==> src/rtl/edge_update_queue.sv <==
`default_nettype none
// +----------------------------------------------------------------------------+
// | Module      : edge_update_queue                                            |
// | Description : Host ingress queue for edge-weight updates. The host stages   |
// |               (src, dst, weight) over Avalon-MM and commits it into a       |
// |               circular FIFO. The FIFO head is offered downstream through a  |
// |               first-word-fall-through valid/ready interface.               |
// | Revision    : 1.0 - initial release                                        |
// +----------------------------------------------------------------------------+
module edge_update_queue #(
  parameter int PRED_W   = 5,
  parameter int WEIGHT_W = 32,
  parameter int DEPTH    = 16
) (
  input  logic                clk,
  input  logic                reset,
  input  logic                chipselect,
  input  logic                write,
  input  logic                read,
  input  logic [2:0]          address,
  input  logic [WEIGHT_W-1:0] writedata,
  output logic [WEIGHT_W-1:0] readdata,
  output logic                u_valid,
  input  logic                u_ready,
  output logic [PRED_W-1:0]   u_src,
  output logic [PRED_W-1:0]   u_dst,
  output logic [WEIGHT_W-1:0] u_e
);

  localparam int PTR_W   = $clog2(DEPTH);
  localparam int CNT_W   = $clog2(DEPTH + 1);
  localparam int ENTRY_W = 2 * PRED_W + WEIGHT_W;

  localparam logic [CNT_W-1:0] CNT_FULL = CNT_W'(DEPTH);
  localparam logic [2:0]       ADDR_STAGE_ID = 3'd0;
  localparam logic [2:0]       ADDR_STAGE_E  = 3'd1;
  localparam logic [2:0]       ADDR_COMMIT   = 3'd2;
  localparam logic [2:0]       ADDR_CLEAR    = 3'd3;

  // Staging registers, FIFO storage and bookkeeping
  logic [PRED_W-1:0]   r_stage_src;
  logic [PRED_W-1:0]   r_stage_dst;
  logic [WEIGHT_W-1:0] r_stage_e;
  logic [ENTRY_W-1:0]  r_mem [DEPTH];
  logic [PTR_W-1:0]    r_wr_ptr;
  logic [PTR_W-1:0]    r_rd_ptr;
  logic [CNT_W-1:0]    r_count;
  logic                r_overflow;
  logic                r_bad_edge;
  logic [WEIGHT_W-1:0] r_readdata;

  logic                w_host_wr;
  logic                w_host_rd;
  logic                w_commit;
  logic                w_clear;
  logic                w_same;
  logic                w_empty;
  logic                w_full;
  logic                w_pop;
  logic                w_push;
  logic                w_ovf_set;
  logic [WEIGHT_W-1:0] w_status;
  logic [WEIGHT_W-1:0] w_rd_mux;

  assign w_host_wr = chipselect && write;
  assign w_host_rd = chipselect && read;
  assign w_commit  = w_host_wr && (address == ADDR_COMMIT);
  assign w_clear   = w_host_wr && (address == ADDR_CLEAR);
  assign w_same    = (r_stage_src == r_stage_dst);
  assign w_empty   = (r_count == '0);
  assign w_full    = (r_count == CNT_FULL);

  // A pop frees the slot being written when full, so full+pop still accepts.
  assign w_pop     = !w_empty && u_ready;
  assign w_push    = w_commit && !w_same && (!w_full || w_pop);
  assign w_ovf_set = w_commit && !w_same && w_full && !w_pop;

  // Head of the queue is shown combinationally (first-word-fall-through)
  assign u_valid             = !w_empty;
  assign {u_src, u_dst, u_e} = r_mem[r_rd_ptr];
  assign readdata            = r_readdata;

  // Host staging register writes; commit leaves staging intact for re-commits
  always_ff @(posedge clk) begin
    if (reset) begin
      r_stage_src <= '0;
      r_stage_dst <= '0;
      r_stage_e   <= '0;
    end else if (w_host_wr) begin
      case (address)
        ADDR_STAGE_ID: begin
          r_stage_src <= writedata[2*PRED_W-1:PRED_W];
          r_stage_dst <= writedata[PRED_W-1:0];
        end
        ADDR_STAGE_E: r_stage_e <= writedata;
        default: ;
      endcase
    end
  end

  // FIFO storage write; no reset needed since pointers define validity
  always_ff @(posedge clk) begin
    if (!reset && w_push) begin
      r_mem[r_wr_ptr] <= {r_stage_src, r_stage_dst, r_stage_e};
    end
  end

  // Pointers and occupancy count; pointers wrap naturally at DEPTH
  always_ff @(posedge clk) begin
    if (reset) begin
      r_wr_ptr <= '0;
      r_rd_ptr <= '0;
      r_count  <= '0;
    end else begin
      if (w_push) begin
        r_wr_ptr <= r_wr_ptr + PTR_W'(1);
      end
      if (w_pop) begin
        r_rd_ptr <= r_rd_ptr + PTR_W'(1);
      end
      case ({w_push, w_pop})
        2'b10:   r_count <= r_count + CNT_W'(1);
        2'b01:   r_count <= r_count - CNT_W'(1);
        default: ;
      endcase
    end
  end

  // Sticky error flags; set and clear never coincide (one address per cycle)
  always_ff @(posedge clk) begin
    if (reset) begin
      r_overflow <= 1'b0;
      r_bad_edge <= 1'b0;
    end else begin
      if (w_ovf_set) begin
        r_overflow <= 1'b1;
      end else if (w_clear && writedata[0]) begin
        r_overflow <= 1'b0;
      end
      if (w_commit && w_same) begin
        r_bad_edge <= 1'b1;
      end else if (w_clear && writedata[1]) begin
        r_bad_edge <= 1'b0;
      end
    end
  end

  // Read-side mux: status word and staging readback
  always_comb begin
    w_status              = '0;
    w_status[0]           = w_empty;
    w_status[1]           = w_full;
    w_status[2]           = r_overflow;
    w_status[3]           = r_bad_edge;
    w_status[8 +: CNT_W]  = r_count;
    w_rd_mux              = '0;
    case (address)
      3'd0:    w_rd_mux = w_status;
      3'd1:    w_rd_mux = WEIGHT_W'({r_stage_src, r_stage_dst});
      3'd2:    w_rd_mux = r_stage_e;
      default: w_rd_mux = '0;
    endcase
  end

  // Registered read data (latency 1); holds between reads
  always_ff @(posedge clk) begin
    if (reset) begin
      r_readdata <= '0;
    end else if (w_host_rd) begin
      r_readdata <= w_rd_mux;
    end
  end

endmodule
`default_nettype wire

==> config.mk <==
export PLATFORM = sky130hd
export DESIGN_NAME = edge_update_queue
export DESIGN_NICKNAME = d
export VERILOG_FILES = /design/src/rtl/edge_update_queue.sv
export SDC_FILE = /design/constraint.sdc
export NUM_CORES = 1
export LEC_CHECK = 0
export CAP_MARGIN = 0
export CORE_UTILIZATION = 29
export DETAILED_ROUTE_END_ITERATION = 8
export DONT_BUFFER_PORTS = 1
export GPL_TIMING_DRIVEN = 0
export PLACE_DENSITY = 0.52
export RECOVER_POWER = 25
export REMOVE_ABC_BUFFERS = 1
export SLEW_MARGIN = 20
export SYNTH_ARGS = -nofsm -noshare
export SYNTH_HDL_FRONTEND = slang
export SYNTH_SLANG_ARGS = --single-unit
export TNS_END_PERCENT = 20
==> constraint.sdc <==
create_clock -name clk -period 4.4 [get_ports clk]
set_input_delay 0.66 -clock clk [delete_from_list [all_inputs] [get_ports clk]]
set_output_delay 0.66 -clock clk [all_outputs]
set_load 0.005 [all_outputs]
Word level (Yosys, flattened, before mapping)
Memories as Yosys holds them, arrays and structs flattened. A register that Yosys moved wholly into a read port is not among the register bits.
Index checks and enable logic that the tools add are counted.
- memories kept: 1
- RAM bits: 672
- output and inout bits: 75
- flip-flop bits (word level): 89
- input bits: 41
- logic and storage cells: 57
- memory bits (read-only): 0
- latch bits: 0
- multipliers: 0
- shift-type cells: 0
- reductions and logical operators: 26
- order comparisons: 0
- divide/modulo/power cells: 0
- eq/ne operators: 7
- add/subtract/negate cells: 4
- bitwise gates (word level): 0
- mux-type cells: 10
- memory list (memory ; depth ; width ; rd ports ; clocked after Yosys merged registers in ; write ports ; line ; RTL):
    r_mem ; 16 ; 42 ; 1 ; 1 ; 1 ; 44 ; logic [ENTRY_W-1:0] r_mem [DEPTH];
- operator list (kind ; count):
    one-hot mux 32 bit (3 select lines) ; 1
    logical AND 1 bit ; 13
    one-hot mux 5 bit (2 select lines) ; 1
    adder 4 x 1 -> 4 bit (second input constant) ; 2
    2-to-1 mux 4 bit ; 2
    equality test 3 x 2 -> 1 bit (second input constant) ; 2
    2-to-1 mux 1 bit ; 6
    nonzero test 2 bit ; 3
    adder 5 x 1 -> 5 bit (second input constant) ; 1
    equality test 5 bit ; 1
    equality test 5 bit (second input constant) ; 1
    zero test 1 bit ; 5
    zero test 5 bit ; 1
    subtractor 5 x 1 -> 5 bit (second input constant) ; 1
    AND reduction 2 bit ; 2
    equality test 3 x 1 -> 1 bit (second input constant) ; 1
    zero test 3 bit ; 1
    equality test 2 x 1 -> 1 bit (second input constant) ; 1
    equality test 2 bit (second input constant) ; 1
    logical OR 1 bit ; 1

Longest topological paths before layout
- depth in word-level cells: 8
- depth in mapped cells: 11
- gate-level depth less buffers: 10

Least setup slack after synthesis
No wires, ideal clock.
- path type: input to register
- from: input port address[1]
- to: memory r_mem[7][0] (netlist bit), enable pin
- stages on the path: 5
- arrival: 3.427 ns
- path slack: 0.527 ns
- library setup time: 0.446 ns
- path buffers: 1
- required time: 3.954 ns
- cell sequence: clkbuf_1 > nor2b_1 > o311a_4 > o211ai_1 > nor2b_1
- cells in the longest elaborated chain, start to end: 7
- RTL lines (what ; line ; RTL):
    from (decl) ; 20 ; input logic [2:0] address,
    equality test 3 x 2 -> 1 bit ; 67 ; assign w_commit = w_host_wr && (address == ADDR_COMMIT);
    logical AND 1 bit ; 67 ;
    logical AND 1 bit (2 in series) ; 75 ; assign w_push = w_commit && !w_same && (!w_full || w_pop);
    logical AND 1 bit ; 103 ; if (!reset && w_push) begin
    2-to-1 mux 1 bit ; 103 ;
    2-to-1 mux 1 bit (implied by the code) ; 104 ; r_mem[r_wr_ptr] <= {r_stage_src, r_stage_dst, r_stage_e};
    to (decl) ; 44 ;
Every way passes these cells.

==> metrics.yaml <==
finClkSkew_ns: 0.0249
rows: 115
status: "completed"
period_share: 0.907
r2r_setup_slack_ns: 0.94
crit_cells: 5
numPortBuffers: 0
grt_pass1_vias: 14218
cp_cell_sequence: "buf_16, buf_16, buf_16, mux4_2, mux4_2"
synth-main-ff-cell: "edfxtp_1"
cts_max_level: 3
avgViaCountPerCell: 4.88
slew_violations: 0
grt_max_degree: 100
numCtsBuffers: 80
hp-class: "input pin to flip-flop"
yosysUniqueCellTypes: 48
tritoncts: "done"
cp.buffers_inverters: 3
ys_ff_latch: 765
cp.arrival_ns: 3.33
die_w_um: 319
gp_congestion: 0.694
routed_wl_um: 69900
power.total_mw: 15.6
setup_viol: 0
seq_area_frac_synth: 0.759
ir_worst_vdd_mv: 0.266
whs_ns: 0.128
worstMarginPinSlew_ns: 0.840
clkSlewWorstSetupHoldPaths_ns: 0.06
ant_nets: 0
ys_top_cells_by_area: "edfxtp_1 69%, mux4_2 16%, dfxtp_1 6.4%"
fmax_ghz: 0.251
synth_commonest_cells: "672 x edfxtp_1, 210 x mux4_2, 93 x dfxtp_1"
worstHoldStart: "reset"
grt.busiest_layer: "met2"
max_cap_viol_count: 0
die_height_um: 319
syn_inst: 1377
drive_above_1_share: 0.271
post_cts_resized: 0
startpoint_type: "flip-flop"
ys_async_sr_fraction: 0
power.density_mw_per_mm2: 461
met3_usage: 0.0312
yosys.area.top_type_share: 0.694
root_buffer: "clkbuf_16"
area_growth_pct: 16.3
insertion_delay_ns: 0.63
yosysTopAreaCell: "edfxtp_1"
synth_edf_count: 672
cp_max_fo: 31
clk_path_buf_depth: 3
endpoint: "u_e[29]"
post_cts_buffers: 0
max_stage_delay_ns: 0.64
r2r_cells: 10
worstPathRequired_ns: 3.74
nets: 1466
clock-sinks: 765
grt_pass1_wl_um: 101000
cts_hold_buf: 0
hold_violations: 0
die_area_mm2: 0.101
synth_area_mm2: 0.0291
hpwlAfterDp_um: 40700
wl_per_cell_um: 25.2
core_mm2: 0.0989
crit_family: "multiplexers"
start_util: 0.294
yosysMostFrequentCell: "edfxtp_1"
use_met1: 0.194
cp_common_cell: "buf_16"
static-leakage-power_nw: 11.2
drt-initial-drc-count: 1227
period_minus_slack_ns: 3.99
antenna_found_initial: 1
gr-usage-met2: 0.218
endpoint_kind: "output pin"
r2r_end: "r_count[4]"
top_level_ports: 116
drc: 0
drtPass1Iterations: 5
gr-total-overflow: 0
routed-via-count: 13506
reg2reg_from: "r_stage_dst[2]"
track_usage: 0.139
rsz0062_at_grt: "false"
ys_warn_count: 0
n_antenna_cell: 0
critical-path-slowest-cell: "dfxtp_4"
syn_avg_cell_area_um2: 21.1
slew_headroom: 0.439
critPathKind: "flip-flop to output pin"
## layout by cell type, fill, tap and decap left out, types with 3 or more instances in the layout
master / n
a21oi_1: 35
a22o_1: 4
a22oi_1: 33
and3_4: 14
buf_12: 14
buf_16: 22
bufinv_16: 3
clkbuf_1: 17
clkbuf_16: 80
clkbuf_8: 3
clkinv_1: 13
clkinv_2: 24
clkinv_8: 3
dfxtp_1: 89
dfxtp_4: 4
edfxtp_1: 672
ha_1: 8
inv_1: 3
inv_6: 4
mux2_4: 4
mux2i_1: 17
mux4_2: 210
nand2_1: 77
nand2b_1: 3
nand4_1: 3
nor2_1: 61
nor2b_1: 5
o21ai_1: 7
xnor2_1: 8
xor2_1: 4
## worst min path at each step
stage / to / cells past startpoint / slack [ns]
2_1_floorplan: r_bad_edge / 2 / 0.45
3_3_place_gp: r_bad_edge / 2 / 0.48
3_5_place_dp: r_bad_edge / 2 / 0.49
4_1_cts: r_stage_e[17] / 1 / 0.08
5_1_grt: flip-flop / 1 / 0.1
6_report: r_stage_e[2] / 1 / 0.13
## state kept, by name (all words and copies together) (netlist names), named ones only
name and cells:
r_stage_dst 5, readdata 32, r_stage_e 32, r_overflow 1, r_wr_ptr 4, r_stage_src 5
r_count 5, r_rd_ptr 4, r_mem 672, r_bad_edge 1
## worst reg2reg max path, delay by kind of cell (launching register included)
kind / cells / cell delay, ns
DFF: 1 / 0.80
AOI/OAI and AO/OA: 4 / 1.01
adders and majority gates: 1 / 0.34
muxes: 1 / 0.31
and+or+nand+nor: 3 / 0.68
xor gates and xnor gates: 1 / 0.24
## per-stage QoR
| step | area [um^2] | setup slack, ns | util | setup TNS, ns | cells |
|---|---|---|---|---|---|
| final | 33800 | 0.410 | 0.342 | 0 | 2770 |
| after global placement | 30300 | -7.87 | 0.307 | -1150.48 | 2585 |
| after floorplan | 28700 | -4.30 | - | -180.50 | 1298 |
| after global routing | 33800 | 0.145 | 0.342 | 0 | 2770 |
| after CTS | 33800 | 0.241 | 0.342 | 0 | 2770 |
| after detailed placement | 31300 | 0.926 | 0.317 | 0 | 2621 |
## area by class of cell
class / count / area (um^2)
clock buffer: 100 / 2110
clock inverter: 49 / 359
fill: 9111 / 65100
inverter: 3 / 11.3
multi-input combinational: 530 / 6760
sequential: 765 / 22100
tap: 1287 / 1610
timing repair buffer: 36 / 886
## kinds of logic after synthesis
kind of cell | after synthesis | synth area share
AO/OA/AOI/OAI | 93 | 0.0218
flip-flops | 765 | 0.759
AND/OR/NAND/NOR | 182 | 0.0277
multiplexers | 234 | 0.172
buffers and inverters | 82 | 0.0120
XOR/XNOR | 12 | 0.00362
adder cells (fa/ha/maj) | 9 | 0.00413
## metal layers
layer	up-vias	wire [um]
met5	-	0
met4	0	1370
met3	89	4030
met2	351	33300
met1	7296	31200
li1	5770	-
## power by group
group	switching (mW)	internal (mW)	total, mW
combinational	0.593	0.713	1.31
clock	2.78	3.60	6.38
sequential	0.0815	7.82	7.90
total	3.46	12.1	15.6
Power figures use the tool's default switching activity.
